## src/rtl/demux_fifo_chan.sv

```systemverilog
// One output channel of demux_fifo: synchronous first-word-fall-through FIFO.
// Head entry is presented combinationally; count is the registered occupancy.
module demux_fifo_chan #(
  parameter  int DWIDTH = 8,
  parameter  int DEPTH  = 4,
  localparam int PTRW   = $clog2(DEPTH),
  localparam int CNTW   = $clog2(DEPTH) + 1
) (
  input  logic              clk,
  input  logic              rst_n,
  input  logic              push,
  input  logic [DWIDTH-1:0] wdata,
  input  logic              pop,
  output logic [DWIDTH-1:0] rdata,
  output logic              valid,
  output logic              full,
  output logic [CNTW-1:0]   count
);

  logic [DWIDTH-1:0] mem [DEPTH];
  logic [PTRW-1:0]   wptr;
  logic [PTRW-1:0]   rptr;
  logic              do_push;
  logic              do_pop;

  assign valid   = (count != '0);
  assign full    = (count == CNTW'(DEPTH));
  assign do_push = push && !full;
  assign do_pop  = pop && valid;

  // Head is forced to zero while empty so the output is clean out of reset.
  assign rdata = valid ? mem[rptr] : '0;

  // NOTE: the storage array has no reset; stale words are unreachable once
  // the pointers and count are cleared, and a reset would cost a mux per bit.
  always_ff @(posedge clk) begin
    if (do_push) mem[wptr] <= wdata;
  end

  always_ff @(posedge clk) begin
    if (!rst_n) begin
      wptr  <= '0;
      rptr  <= '0;
      count <= '0;
    end else begin
      if (do_push) wptr <= wptr + 1'b1;
      if (do_pop)  rptr <= rptr + 1'b1;
      case ({do_push, do_pop})
        2'b10:   count <= count + 1'b1;
        2'b01:   count <= count - 1'b1;
        default: count <= count;
      endcase
    end
  end

endmodule

```

## src/rtl/demux_fifo.sv

```systemverilog
// Routes one valid/ready stream to NUMOUT independently buffered channels,
// with broadcast, per-channel fill levels and an out-of-range select pulse.
module demux_fifo #(
  parameter  int NUMOUT = 16,
  parameter  int DWIDTH = 8,
  parameter  int DEPTH  = 4,
  localparam int SELW   = $clog2(NUMOUT),
  localparam int CNTW   = $clog2(DEPTH) + 1
) (
  input  logic                     clk,
  input  logic                     rst_n,
  input  logic [DWIDTH-1:0]        din,
  input  logic                     din_v,
  input  logic [SELW-1:0]          din_sel,
  input  logic                     din_bcast,
  output logic                     din_rdy,
  output logic [NUMOUT*DWIDTH-1:0] dout_vec,
  output logic [NUMOUT-1:0]        dout_vec_v,
  input  logic [NUMOUT-1:0]        dout_vec_rdy,
  output logic [NUMOUT*CNTW-1:0]   fill_vec,
  output logic                     err_sel
);

  localparam logic [SELW:0] NUM_L = (SELW + 1)'(NUMOUT);

  logic [NUMOUT-1:0] full_vec;
  logic [NUMOUT-1:0] sel_hit;
  logic [NUMOUT-1:0] push_vec;
  logic              sel_ok;
  logic              sel_free;
  logic              all_free;
  logic              xfer;

  assign sel_ok   = ({1'b0, din_sel} < NUM_L);
  assign sel_free = |(sel_hit & ~full_vec);
  assign all_free = ~|full_vec;

  // Ready looks only at registered fullness: a pop in the same cycle never
  // frees a slot, which keeps dout_vec_rdy out of the din_rdy timing path.
  assign din_rdy = rst_n && (din_bcast ? all_free : (sel_free || !sel_ok));
  assign xfer    = din_v && din_rdy;

  always_ff @(posedge clk) begin
    if (!rst_n) err_sel <= 1'b0;
    else        err_sel <= xfer && !din_bcast && !sel_ok;
  end

  for (genvar g = 0; g < NUMOUT; g++) begin : g_chan
    assign sel_hit[g]  = (din_sel == SELW'(g));
    assign push_vec[g] = xfer && (din_bcast || sel_hit[g]);

    demux_fifo_chan #(
      .DWIDTH (DWIDTH),
      .DEPTH  (DEPTH)
    ) u_chan (
      .clk   (clk),
      .rst_n (rst_n),
      .push  (push_vec[g]),
      .wdata (din),
      .pop   (dout_vec_rdy[g]),
      .rdata (dout_vec[g*DWIDTH +: DWIDTH]),
      .valid (dout_vec_v[g]),
      .full  (full_vec[g]),
      .count (fill_vec[g*CNTW +: CNTW])
    );
  end

endmodule

```

## config.mk

```make
export PLATFORM = sky130hd
export DESIGN_NAME = demux_fifo
export DESIGN_NICKNAME = d
export VERILOG_FILES = /design/src/rtl/demux_fifo_chan.sv /design/src/rtl/demux_fifo.sv
export SDC_FILE = /design/constraint.sdc
export NUM_CORES = 1
export LEC_CHECK = 0
export CORE_UTILIZATION = 33
export CTS_CLUSTER_DIAMETER = 200
export CTS_CLUSTER_SIZE = 8
export DETAILED_ROUTE_END_ITERATION = 12
export DONT_BUFFER_PORTS = 1
export HOLD_SLACK_MARGIN = 0.02
export PLACE_DENSITY = 0.54
export SKIP_LAST_GASP = 1
export SYNTH_ARGS = -nofsm -noshare
export SYNTH_HDL_FRONTEND = slang
export SYNTH_SLANG_ARGS = --single-unit
```

## constraint.sdc

```tcl
create_clock -name clk -period 3.2 [get_ports clk]
set_input_delay 0.8 -clock clk [delete_from_list [all_inputs] [get_ports clk]]
set_output_delay 0.8 -clock clk [all_outputs]
set_load 0.005 [all_outputs]
```

Word level (Yosys, flattened, before mapping) --
Memories as Yosys holds them, arrays and structs flattened. A register that Yosys moved wholly into a read port is not among the register bits. Index checks and enable logic that the tools add are counted. Widths: inputs -> output; s select.
Word-level totals: bits in latches 0, bits of input ports 32, word-level logic and storage cells 408, memories 16, memory bits (read-only) 0, RAM bits 512, register bits 112
Operators by class: multipliers 0, shift-type cells 0, div/mod/pow operators 0, reduce and logical (&&, ||, !) cells 118, add/subtract/negate cells 64, magnitude comparators 0, muxes and demuxes 97, equal/unequal tests 63, bitwise logic cells 2
Memories:
- g_chan[0].u_chan.mem | depth 4, bits a word 8, read ports 1, clocked after Yosys merged registers in 1, write ports 1, RTL line demux_fifo_chan.sv:20 | logic [DWIDTH-1:0] mem [DEPTH];
- g_chan[10].u_chan.mem | depth 4, bits a word 8, read ports 1, clocked after Yosys merged registers in 1, write ports 1, RTL line demux_fifo_chan.sv:20
- g_chan[11].u_chan.mem | depth 4, bits a word 8, read ports 1, clocked after Yosys merged registers in 1, write ports 1, RTL line demux_fifo_chan.sv:20
- g_chan[12].u_chan.mem | depth 4, bits a word 8, read ports 1, clocked after Yosys merged registers in 1, write ports 1, RTL line demux_fifo_chan.sv:20
- g_chan[13].u_chan.mem | depth 4, bits a word 8, read ports 1, clocked after Yosys merged registers in 1, write ports 1, RTL line demux_fifo_chan.sv:20
- g_chan[14].u_chan.mem | depth 4, bits a word 8, read ports 1, clocked after Yosys merged registers in 1, write ports 1, RTL line demux_fifo_chan.sv:20
- +10 memories
Operators with widths (number):
- $mux 8 | 16
- $pmux 3 s2 | 16
- $add 2x1->2 const B | 32
- $mux 2 | 32
- $logic_and 1x1->1 | 50
- $add 3x1->3 const B | 16
- $eq 3x3->1 const B | 16
- $reduce_bool 3->1 | 16
- $sub 3x1->3 const B | 16
- $mux 1 | 33
- $eq 2x1->1 const B | 16
- $eq 2x2->1 const B | 16
- $eq 4x4->1 const B | 8
- $reduce_bool 2->1 | 16
- $reduce_or 16->1 | 2
- $logic_not 1->1 | 17
- $and 16x16->16 | 1
- $eq 4x3->1 const B | 4
- $logic_or 1x1->1 | 16
- $not 16->16 | 1
- $eq 4x2->1 const B | 2
- $eq 4x1->1 const B | 1
- $logic_not 4->1 | 1

Depth between registers and ports, before layout --
Gate-level depths: netlist (run 1).
depth after elaboration 11, gate-level depth with buffers 13

Hierarchy --
A second synthesis (run 1) with hierarchy kept.
Second synthesis, totals: cell total of the unflattened synthesis 1784, area total of the unflattened synthesis 28205.8 sq um
By module, submodules not included:
- demux_fifo_chan | cells an instance 106, seq. area each 1141.1 sq um, times used 16, area an instance 1727.9 sq um
- demux_fifo | cells an instance 88, seq. area each 0.0 sq um, times used 1, area an instance 559.3 sq um

Worst setup path before layout (run 1) --
OpenSTA, ideal clock, no wires.
path kind input to register, from in din_v, to reg g_chan[10].u_chan.count[2], arrival time 2973 ps, setup time 76 ps, buffers on the path 1, slack 152 ps, stages on the path 12, required time 3124 ps, cells stage by stage nand2_1 -> or2_1 -> buf_2 -> nor3_2 -> a21oi_1 -> or2_1 -> ha_1 -> inv_1 -> fa_1 -> xor2_1 -> or3_1 -> a21boi_0
On the way: longest elaborated chain between the ends 5
Ends and longest elaborated chain:
- start: declaration | RTL line demux_fifo.sv:13 | input logic din_v,
- $logic_and 1x1->1 (*) | RTL line demux_fifo.sv:41 | assign xfer = din_v && din_rdy;
- $logic_and 1x1->1 (*) | RTL line demux_fifo.sv:50 | assign push_vec[g] = xfer && (din_bcast || sel_hit[g]);
- $logic_and 1x1->1 (*) | RTL line demux_fifo_chan.sv:28 | assign do_push = push && !full;
- $eq 2x1->1 / $eq 2x2->1 (equally long branches) | RTL line demux_fifo_chan.sv:48 | case ({do_push, do_pop})
- $pmux 3 s2 / $reduce_bool 2->1 (equally long branches)
- end signal: assignment | RTL line demux_fifo_chan.sv:49 | 2'b10: count <= count + 1'b1;
- end signal: assignment | RTL line demux_fifo_chan.sv:50 | 2'b01: count <= count - 1'b1;
- end signal: assignment | RTL line demux_fifo_chan.sv:51 | default: count <= count;
- end: declaration | RTL line demux_fifo_chan.sv:17 | output logic [CNTW-1:0] count
Mark *: on every way between the ends. The rest lies on a longest branch, timed or not. A chain may end at the register's enable or synchronous reset.

Worst setup path after layout (run 1) --
from reg g_chan[15].u_chan.count[1], to out din_rdy
On the way: longest elaborated chain between the ends 6
Ends and longest elaborated chain:
- start: declaration | RTL line demux_fifo_chan.sv:17
- start signal: assignment | RTL line demux_fifo_chan.sv:49
- start signal: assignment | RTL line demux_fifo_chan.sv:50
- start signal: assignment | RTL line demux_fifo_chan.sv:51
- $eq 3x3->1 (*) | RTL line demux_fifo_chan.sv:27 | assign full = (count == CNTW'(DEPTH));
- $not 16->16 | RTL line demux_fifo.sv:35 | assign sel_free = |(sel_hit & ~full_vec);
- $and 16x16->16 | RTL line demux_fifo.sv:35
- $reduce_or 16->1 | RTL line demux_fifo.sv:35
- $mux 1 (*) | RTL line demux_fifo.sv:40 | assign din_rdy = rst_n && (din_bcast ? all_free : (sel_free || !sel_ok));
- $logic_and 1x1->1 (*) | RTL line demux_fifo.sv:40
- end: declaration | RTL line demux_fifo.sv:16 | output logic din_rdy,
Marks and branches as above.

==> qor.yml, run 1 <==
synthesis:
  synthTopCellsByArea: "edfxtp_1 54%, dfxtp_1 10%, mux4_2 10%"
  ys_seq_elements: 656
  async_reset_ff_share_pct: 0
  synth_edf_count: 512
  syn_nets: 1958
  synthFlopType: "edfxtp_1"
  synth_area_per_cell_um2: 15.5
  yosysSeqAreaShare_pct: 64.5
  synth_top_area_cell: "edfxtp_1"
  yosysWarningCount: 0
  synth.distinct_cells: 50
  syn_inst: 1830
  synth_top_area_share_pct: 54.3
  syn-cell-area_um2: 28300
sta:
  max_slew_margin_pct: 61.9
  rsz0062_at_grt: "false"
  finalHoldViolations: 0
  fin_crit_ns: 3.09
  fin_ws_ns: 0.108
  post-route-period-util_pct: 96.6
  clock_skew_ns: 0.0203
  slew_violations: 0
  finalSetupViolCount: 0
  fin_setup_tns_ns: 0
  clock.fmax_mhz: 323
  worstMarginPinSlew_ns: 0.571
placement:
  place_congestion: 0.759
  place_ws_ns: 0.00405
  hpwl_mm: 41.6
  dpl_cell_area_um2: 30500
  placement.io_buffers: 0
final_layout:
  nNetsFinal: 2107
  drive_gt1_share_pct: 22.2
  stdcell_area_um2: 33400
  final_common_cell: "edfxtp_1"
  final_cell_mix: "512 x edfxtp_1, 212 x and2_1, 163 x buf_4"
  synthToLayoutAreaGrowth_pct: 17.9
  utilization_pct: 39.3
critical_path:
  crit_slowest_cell: "o311a_4"
  arrival_ns: 2.29
  worstSetupEndpoint: "din_rdy"
  worst-r2r-setup-slack_ns: 0.22
  cp.depth: 6
  cp_top_family: "compound AO/OA/AOI/OAI gates"
  cp_num_buf_inv: 1
  startpoint: "g_chan[15].u_chan.count[1]"
  required_ns: 2.40
  path_cells: "nor3b_4 > buf_4 > mux2i_1 > a21oi_1 > a21oi_1 > o311a_4"
  worst-setup-path-type: "flop to output port"
  crit_path_max_fanout: 10
  cpPeakStageDelay_ns: 0.43
  critPathCaptureType: "output port"
  regToRegStartpoint: "g_chan[9].u_chan.count[2]"
  r2r_end: "g_chan[4].u_chan.count[2]"
  critPathLaunchType: "flop"
  crit_top_cell: "a21oi_1"
  rr_worst_depth: 13
pwr:
  power_density_nw_per_um2: 779
  p_leak_nw: 11.1
  irDropWorstVdd_mv: 0.471
floorplanning:
  core_um2: 85000
  num_rows: 107
  io-pin-count: 226
  start_util_pct: 33.3
  dieArea_um2: 86900
  fp.dieW_um: 295
  die_h_um: 295
clock_tree:
  clk_pin_slew_ns: 0.05
  cts_root_buf: "clkbuf_16"
  cts.htree.levels: 3
  holdBufCountCts: 0
  cts_num_sinks: 656
  cts.path.max_buffers: 3
  clk_latency_ns: 0.64
  cts_tree: "built"
  cts_inserted_buffers: 91
route:
  ant_nets: 0
  vias: 15200
  dr.pass1.iters: 5
  drtIter0Drc: 899
  routed_via_density: 4.74
  wire_per_inst_um: 20.2
  remaining_drc_errors: 0
  wl_mm: 64.6
global_routing:
  grt_remaining_overflow: 0
  grt_pass1_wl_mm: 96.7
  grt_max_degree: 176
  first_global_vias: 16100
  antenna_found_initial: 3
  gr-usage-all-layers_pct: 14.9
outcome:
  outcome: "completed"
flow_run:
  drv_cap: 0
min_path:
  hp-class: "input port to flop"
## cells by family (layout without fill, tap and decap cells)
logic type | Yosys count | after routing | share of synthesized area (%)
compound gates | 114 | 114 | 2.94
flops | 656 | 656 | 64.5
xor+xnor | 64 | 64 | 1.98
mux | 140 | 140 | 10.6
fa+ha+maj | 96 | 96 | 4.67
simple gates | 557 | 557 | 12.1
other cells | 1 | 2 | 0.0133
buf+inv | 202 | 430 | 3.16
## area by class of cell
class                   instances  area (µm²)
clock inverters                 5         109
fillers                      7759       51600
flip-flops and latches        656       18300
well taps                    1144        1430
inverters                      90         338
repair buffers                168        1320
multi-input cells             972        9310
clock buffers                 167        2610
diodes                          1        2.50
## metrics by stage
stage	std cells	total power (W)	hold WS, ns
finish	3203	0.0260	0.256
detailed placement	3020	0.0170	0.490
CTS	3192	0.0262	0.214
floorplan	1830	0.0153	0.468
global route	3202	0.0274	0.220
global placement	3020	0.0168	0.477
## worst min path at each step
stage	end	slack, ns	start	depth (start not counted)
global route	g_chan[8].u_chan.mem[1][3]	0.22	din[3]	0
global placement	g_chan[0].u_chan.wptr[1]	0.48	g_chan[0].u_chan.wptr[1]	2
detailed placement	g_chan[3].u_chan.wptr[1]	0.49	g_chan[3].u_chan.wptr[1]	2
floorplan	g_chan[0].u_chan.wptr[1]	0.47	g_chan[0].u_chan.wptr[1]	2
CTS	g_chan[0].u_chan.mem[1][1]	0.21	din[1]	0
finish	g_chan[8].u_chan.mem[3][1]	0.26	din[1]	0
## cell usage after synthesis, drive strengths merged (4+ instances only)
library cell and number:
edfxtp 512, and2 212, dfxtp 144, mux4 128, nand2 92, inv 90, ha 80, nor3b 71
clkbuf 60, buf 52, xnor2 48, nand3 46, o21ai 35, or3 35, nor2b 32, a211o 22
a21oi 20, nor2 18, a21boi 16, fa 16, xor2 16, or2 13, mux2i 12, nor3 12
a32oi 11, nand4 11, nor4 7, nand2b 4
## registers in the layout, indices dropped and copies added, names as in the netlist, named ones only
name and cells:
g_chan.u_chan.rptr 32, g_chan.u_chan.wptr 32, g_chan.u_chan.mem 512, g_chan.u_chan.count 48
## per-layer routing
metal	vias up	share of wire [%]	global-route usage, %
li1	7036	-	-
met3	86	6.2	3.92
met1	7704	42	18.4
met4	2	2.1	4.95
met2	340	50	25.2
met5	-	0.020	0
## power breakdown
group | switching [W] | leakage (nW) | internal (W)
combinational | 0.00320 | 3.99 | 0.00302
clock | 0.00360 | 1.28 | 0.00547
sequential | 0.000716 | 5.79 | 0.00997
## repair_timing
action                     in CTS  in global routing
buffers inserted                0                 10
setup endpoints to repair       4                 18
cloned                          0                  0
pin swaps                       0                  4
resized for setup               6                 14
No activity file was read; power rests on OpenSTA's default activity.
==> inputs of run 2 (changes only) <==
--- a/config.mk
+++ b/config.mk
@@ -5,13 +5,14 @@
 export SDC_FILE = /design/constraint.sdc
 export NUM_CORES = 1
 export LEC_CHECK = 0
-export CORE_UTILIZATION = 33
+export CAP_MARGIN = 20
+export CORE_UTILIZATION = 55
 export CTS_CLUSTER_DIAMETER = 200
 export CTS_CLUSTER_SIZE = 8
 export DETAILED_ROUTE_END_ITERATION = 12
 export DONT_BUFFER_PORTS = 1
 export HOLD_SLACK_MARGIN = 0.02
-export PLACE_DENSITY = 0.54
+export PLACE_DENSITY = 0.79
 export SKIP_LAST_GASP = 1
 export SYNTH_ARGS = -nofsm -noshare
 export SYNTH_HDL_FRONTEND = slang
==> run 2 against run 1 <==
Against the previous run:
- total power fell by 2.3%
- core utilization up 25 points
- highest routed layer unchanged
- maximum frequency is 1.3% higher
- clock power down 3.7%
- first-iteration DRC count increased by 0.56%
- hold slack gained 0.025 ns
- non-clock buffer count is 17 lower
- die area down 40%
- clock-buffer cell count down 3
==> qor.yml, run 2 (synthesis results as in run 1) <==
route:
  remaining_drc_errors: 0  # unchanged
  ant_nets: 0  # unchanged
  drtIter0Drc: 904  # +0.56%
  vias: 15300  # +0.97%
  wire_per_inst_um: 21.8  # +8.2%
  wl_mm: 59.1  # -8.5%
  routed_via_density: 5.66  # +19%
  dr.pass1.iters: 5  # unchanged
sta:
  rsz0062_at_grt: "true"
  clock.fmax_mhz: 328  # +1.3%
  max_slew_margin_pct: 60.3  # -1.6 points
  fin_crit_ns: 3.05  # -0.0404 ns
  finalHoldViolations: 0  # unchanged
  clock_skew_ns: 0.0245  # +0.00419 ns
  finalSetupViolCount: 0  # unchanged
  post-route-period-util_pct: 95.3  # -1.3 points
  hold_ws_ns: 0.281  # +0.0247 ns
  slew_violations: 0  # unchanged
  worstMarginPinSlew_ns: 0.595  # +0.0241 ns
critical_path:
  critPathLaunchType: "flop"
  cpPeakStageDelay_ns: 0.36  # -0.07 ns
  path_cells: "nor3b_4 > buf_6 > nor2_1 > o311ai_1 > nand3_1 > o311a_4"
  required_ns: 2.40  # about the same
  rr_worst_depth: 12  # -1
  worst-r2r-setup-slack_ns: 0.16  # -0.06 ns
  crit_path_max_fanout: 10  # unchanged
  crit_slowest_cell: "o311a_4"
  r2r_end: "g_chan[4].u_chan.count[1]"
  worst-setup-path-type: "flop to output port"
  regToRegStartpoint: "g_chan[13].u_chan.count[2]"
  critPathCaptureType: "output port"
  arrival_ns: 2.25  # -0.04 ns
clock_tree:
  clk_latency_ns: 0.62  # -0.02 ns
  clk_pin_slew_ns: 0.05  # about the same
  cts_tree: "built"
  cts_num_sinks: 656  # unchanged
  holdBufCountCts: 0  # unchanged
  cts_root_buf: "clkbuf_16"
  cts.path.max_buffers: 3  # unchanged
  cts.htree.levels: 3  # unchanged
  cts_inserted_buffers: 91  # unchanged
final_layout:
  reg.largest.list: "g_chan.u_chan.mem: 512 flops, g_chan.u_chan.count: 48 flops"
  top_register: "g_chan.u_chan.mem"
  synthToLayoutAreaGrowth_pct: 14.6
  seqCellArea_um2: 18300  # unchanged
  diodes: 0  # -1
  nNetsFinal: 2090  # -0.81%
  multi_input_area_um2: 9220  # -0.98%
  fillCellCount: 3448  # -56%
  final_common_cell: "edfxtp_1"
  fin_cells: 2707  # -15%
  stdcell_area_um2: 32400  # -2.8%
  final_cell_mix: "512 x edfxtp_1, 212 x and2_1, 147 x buf_4"
  largest_reg_flops: 512  # unchanged
  drive_gt1_share_pct: 21.2  # -0.98 points
min_path:
  min_to: "g_chan[1].u_chan.mem[2][7]"
  hold_depth: 0  # unchanged
  hp-class: "input port to flop"
  min-delay-start: "din[7]"
floorplanning:
  fp.dieW_um: 229  # -22%
  dieArea_um2: 52400  # -40%
  num_rows: 82  # -23%
  io-pin-count: 226  # unchanged
  die_h_um: 229  # -22%
  start_util_pct: 56.1  # +23 points
  core_um2: 50500  # -41%
pwr:
  p_int_w: 0.0182  # -1.2%
  report.power.total_w: 0.0254  # -2.3%
  combPwrFrac_pct: 23.4  # -0.5 points
  p_clk_share_pct: 34.4  # -0.5 points
  power_frac_seq_pct: 42.2  # +1.1 points
  switching_share_pct: 28.2  # -0.76 points
  p_sw_w: 0.00715  # -4.9%
  power_density_nw_per_um2: 783  # +0.54%
  irDropWorstVdd_mv: 0.492  # +4.6%
  p_leak_nw: 10.9  # -1.7%
placement:
  hpwl_mm: 37.0  # -11%
  place_congestion: 0.802  # +5.7%
  dpl_cell_area_um2: 29700  # -2.4%
  placement.io_buffers: 0  # unchanged
  placedCellCount: 2536  # -16%
global_routing:
  grt_remaining_overflow: 0  # unchanged
  grt_max_degree: 176  # unchanged
  first_global_vias: 16000  # -0.99%
  grt_pass1_wl_mm: 90.6  # -6.3%
  antenna_found_initial: 1  # -2
  gr-usage-all-layers_pct: 22.9  # +8.0 points
flow_run:
  drv_cap: 0  # unchanged
outcome:
  outcome: "completed"
-- run 2: timing repair --
action,in CTS,in global routing
setup buffers,2,3
pin swaps,1,0
setup endpoints to repair,1,13
gates resized for setup,3,6
-- run 2: worst max path at each step --
stage	startpoint	endpoint	slack, ns
2_1_floorplan	din_v	g_chan[10].u_chan.count[2]	0.15
3_3_place_gp	rst_n	g_chan[13].u_chan.count[2]	0.19
3_5_place_dp	g_chan[13].u_chan.count[2]	g_chan[13].u_chan.count[2]	0.1
6_report	g_chan[13].u_chan.count[2]	din_rdy	0.15
4_1_cts	g_chan[13].u_chan.count[2]	din_rdy	0.03
5_1_grt	g_chan[13].u_chan.count[2]	g_chan[12].u_chan.count[2]	-0.02
-- run 2: power by group through the flow --
stage	Combinational (W)	Sequential (W)	Clock [W]
finish	0.00595	0.0107	0.00874
global route	0.00651	0.0108	0.00928
CTS	0.00593	0.0107	0.00892
detailed placement	0.00583	0.0109	0
global placement	0.00558	0.0108	0
floorplan	0.00477	0.0105	0
-- run 2: per-stage QoR --
stage	worst slack, ns	TNS (ns)	util, %
finish	0.149	0	64.3
global route	-0.0161	-0.0431	64.3
CTS	0.0286	0	64.2
detailed placement	0.0997	0	58.9
global placement	0.191	0	58.9
floorplan	0.152	0	-
-- run 2: worst max-delay path, delay by kind of cell (launching register included) --
kind                   cells  cell delay, ns
AOI/OAI and AO/OA          2            0.63
and+or+nand+nor            3            0.49
DFF                        1            0.33
buffers and inverters      1            0.19
-- run 2: layout make-up --
cell class                 instances  area share, %
clock buffer                     164           8.00
clock inverter                     2         0.0540
inverter                          90           1.04
multi-input combinational        972           28.4
sequential                       656           56.3
tap                              672           2.59
timing repair buffer             151           3.60
-- run 2: layer usage --
metal,up-vias,GRT usage (%),part of all wire (%)
met4,2,7.44,2.5
met1,7761,28.7,40
met5,-,0,0.020
met2,447,38.6,50
met3,108,6.13,6.8
li1,6997,-,-
==> inputs of run 3 (changes only) <==
--- a/config.mk
+++ b/config.mk
@@ -12,7 +12,7 @@
 export DETAILED_ROUTE_END_ITERATION = 12
 export DONT_BUFFER_PORTS = 1
 export HOLD_SLACK_MARGIN = 0.02
-export PLACE_DENSITY = 0.79
+export PLACE_DENSITY_LB_ADDON = 0.3
 export SKIP_LAST_GASP = 1
 export SYNTH_ARGS = -nofsm -noshare
 export SYNTH_HDL_FRONTEND = slang
==> run 3 against run 2 <==
Against the previous run:
- clock power increased by 1%
- non-clock buffer count decreased by 4
- cell area increased by 0.24%
- die area unchanged
- sequential share of layout area decreased by 0.13 points
- final cell count decreased by 0.11%
- routed wire length decreased by 2.3%
- hold slack got worse by 0.0036 ns
- setup slack got worse by 0.032 ns
==> qor.yml, run 3 (synthesis results as in run 1) <==
clock_tree:
  clk_pin_slew_ns: 0.05  # about the same
  holdBufCountCts: 0  # unchanged
  cts_tree: "built"
  cts.path.max_buffers: 3  # unchanged
  cts_root_buf: "clkbuf_16"
  cts.htree.levels: 3  # unchanged
  cts_inserted_buffers: 91  # unchanged
  clk_latency_ns: 0.62  # about the same
  cts_num_sinks: 656  # unchanged
floorplanning:
  dieArea_um2: 52400  # unchanged
  die_h_um: 229  # unchanged
  core_um2: 50500  # unchanged
  start_util_pct: 56.1  # unchanged
  fp.dieW_um: 229  # unchanged
  io-pin-count: 226  # unchanged
  num_rows: 82  # unchanged
placement:
  placement.io_buffers: 0  # unchanged
  hpwl_mm: 36.3  # -1.8%
  place_congestion: 0.769  # -4.1%
pwr:
  p_int_w: 0.0183  # +0.25%
  p_sw_w: 0.00718  # +0.40%
  power_density_nw_per_um2: 783  # about the same
  power_frac_seq_pct: 42.0  # -0.2 points
  switching_share_pct: 28.2  # +0.030 points
  combPwrFrac_pct: 23.2  # -0.2 points
  p_clk_share_pct: 34.8  # +0.4 points
  p_leak_nw: 10.9  # +0.35%
  irDropWorstVdd_mv: 0.490  # -0.44%
sta:
  post-route-period-util_pct: 96.4  # +1.0 points
  max_slew_margin_pct: 62.2  # +1.9 points
  clock_skew_ns: 0.0217  # -0.00282 ns
  worstMarginPinSlew_ns: 0.566  # -0.0281 ns
  clock.fmax_mhz: 324  # -1.0%
  finalSetupViolCount: 0  # unchanged
  slew_violations: 0  # unchanged
  fin_setup_tns_ns: 0  # unchanged
  fin_crit_ns: 3.08  # +0.0320 ns
  rsz0062_at_grt: "true"
  finalHoldViolations: 0  # unchanged
route:
  ant_nets: 0  # unchanged
  routed_via_density: 5.66  # about the same
  wire_per_inst_um: 21.3  # -2.2%
  vias: 15300  # -0.033%
  drtIter0Drc: 945  # +4.5%
  dr.pass1.iters: 5  # unchanged
  remaining_drc_errors: 0  # unchanged
  wl_mm: 57.7  # -2.3%
critical_path:
  crit_path_max_fanout: 10  # unchanged
  path_cells: "nor3b_4 > buf_4 > nor2_1 > o311ai_1 > nand3_1 > o311a_1"
  required_ns: 2.40  # about the same
  cp_top_family: "compound AO/OA/AOI/OAI gates"
  worst-r2r-setup-slack_ns: 0.22  # +0.06 ns
  critPathCaptureType: "output port"
  cp_num_buf_inv: 1  # unchanged
  cpPeakStageDelay_ns: 0.40  # +0.04 ns
  worst-setup-path-type: "flop to output port"
  crit_slowest_cell: "o311a_1"
  arrival_ns: 2.28  # +0.03 ns
  critPathLaunchType: "flop"
global_routing:
  first_global_vias: 16000  # +0.21%
  grt_pass1_wl_mm: 89.6  # -1.1%
  gr-usage-all-layers_pct: 22.4  # -0.42 points
  antenna_found_initial: 1  # unchanged
  grt_remaining_overflow: 0  # unchanged
  grt_max_degree: 176  # unchanged
final_layout:
  final_cell_mix: "512 x edfxtp_1, 212 x and2_1, 143 x dfxtp_1"
  reg.largest.list: "g_chan.u_chan.mem: 512 flops, g_chan.u_chan.count: 48 flops"
  top_register: "g_chan.u_chan.mem"
  final_common_cell: "edfxtp_1"
  diodes: 0  # unchanged
  drive_gt1_share_pct: 21.3  # +0.080 points
  fillCellCount: 3539  # +2.6%
  nNetsFinal: 2086  # -0.19%
  utilization_pct: 64.4  # +0.16 points
  synthToLayoutAreaGrowth_pct: 14.9
  largest_reg_flops: 512  # unchanged
outcome:
  outcome: "completed"
min_path:
  hp-class: "input port to flop"
flow_run:
  drv_cap: 0  # unchanged
-- run 3: cell count changes in the layout (fill, tap and decap cells not counted), sizes merged --
cell    change
buf         -4
clkinv      +3
clkbuf      -1
inv         -1
-- run 3: power groups by stage --
stage	logic (W)	registers [W]	clock network (W)
floorplan	0.00477	0.0105	0
global placement	0.00556	0.0108	0
detailed placement	0.00576	0.0109	0
CTS	0.00583	0.0107	0.00905
global route	0.00647	0.0108	0.00941
finish	0.00590	0.0107	0.00886
-- run 3: final cells by class --
cell class	instances	area, µm²	share of cell area (%)
repair buffers	147	1150	3.53
clock buffers	163	2610	8.03
inverters	90	338	1.04
multi-input cells	972	9260	28.5
well taps	672	841	2.59
flip-flops and latches	656	18300	56.2
clock inverters	4	57.6	0.177
-- run 3: path summary, 6_finish.rpt --
kind	startpoint	depth (start not counted)	endpoint
min	din[2]	0	g_chan[1].u_chan.mem[0][2]
max reg2reg	g_chan[0].u_chan.count[2]	13	g_chan[9].u_chan.count[2]
max	g_chan[13].u_chan.count[1]	6	din_rdy
min reg2reg	g_chan[0].u_chan.wptr[1]	2	g_chan[0].u_chan.wptr[1]
-- run 3: stage by stage --
step	hold slack (ns)	instances	power [W]	area, µm²	setup slack (ns)
after floorplan	0.468	1830	0.0153	28300	0.152
after global placement	0.479	2532	0.0164	29700	0.227
after detailed placement	0.495	2532	0.0166	29700	0.115
after CTS	0.232	2700	0.0256	32400	0.00497
after global routing	0.239	2704	0.0267	32500	-0.00404
final	0.277	2704	0.0255	32500	0.117
-- run 3: repair_timing --
| item | in CTS | in global routing |
|---|---|---|
| hold endpoints to repair | 0 | 0 |
| pin swaps | 1 | 3 |
| resized for setup | 3 | 13 |
| endpoints found under the setup margin | 1 | 10 |
| setup buffers | 1 | 4 |
-- run 3: metal layers --
metal	GRT usage (%)	routed length [µm]	up-vias
li1	-	-	6988
met1	29.1	24100	7786
met2	37.1	28400	449
met3	5.68	3960	85
met4	7.31	1190	2
met5	0	13	-
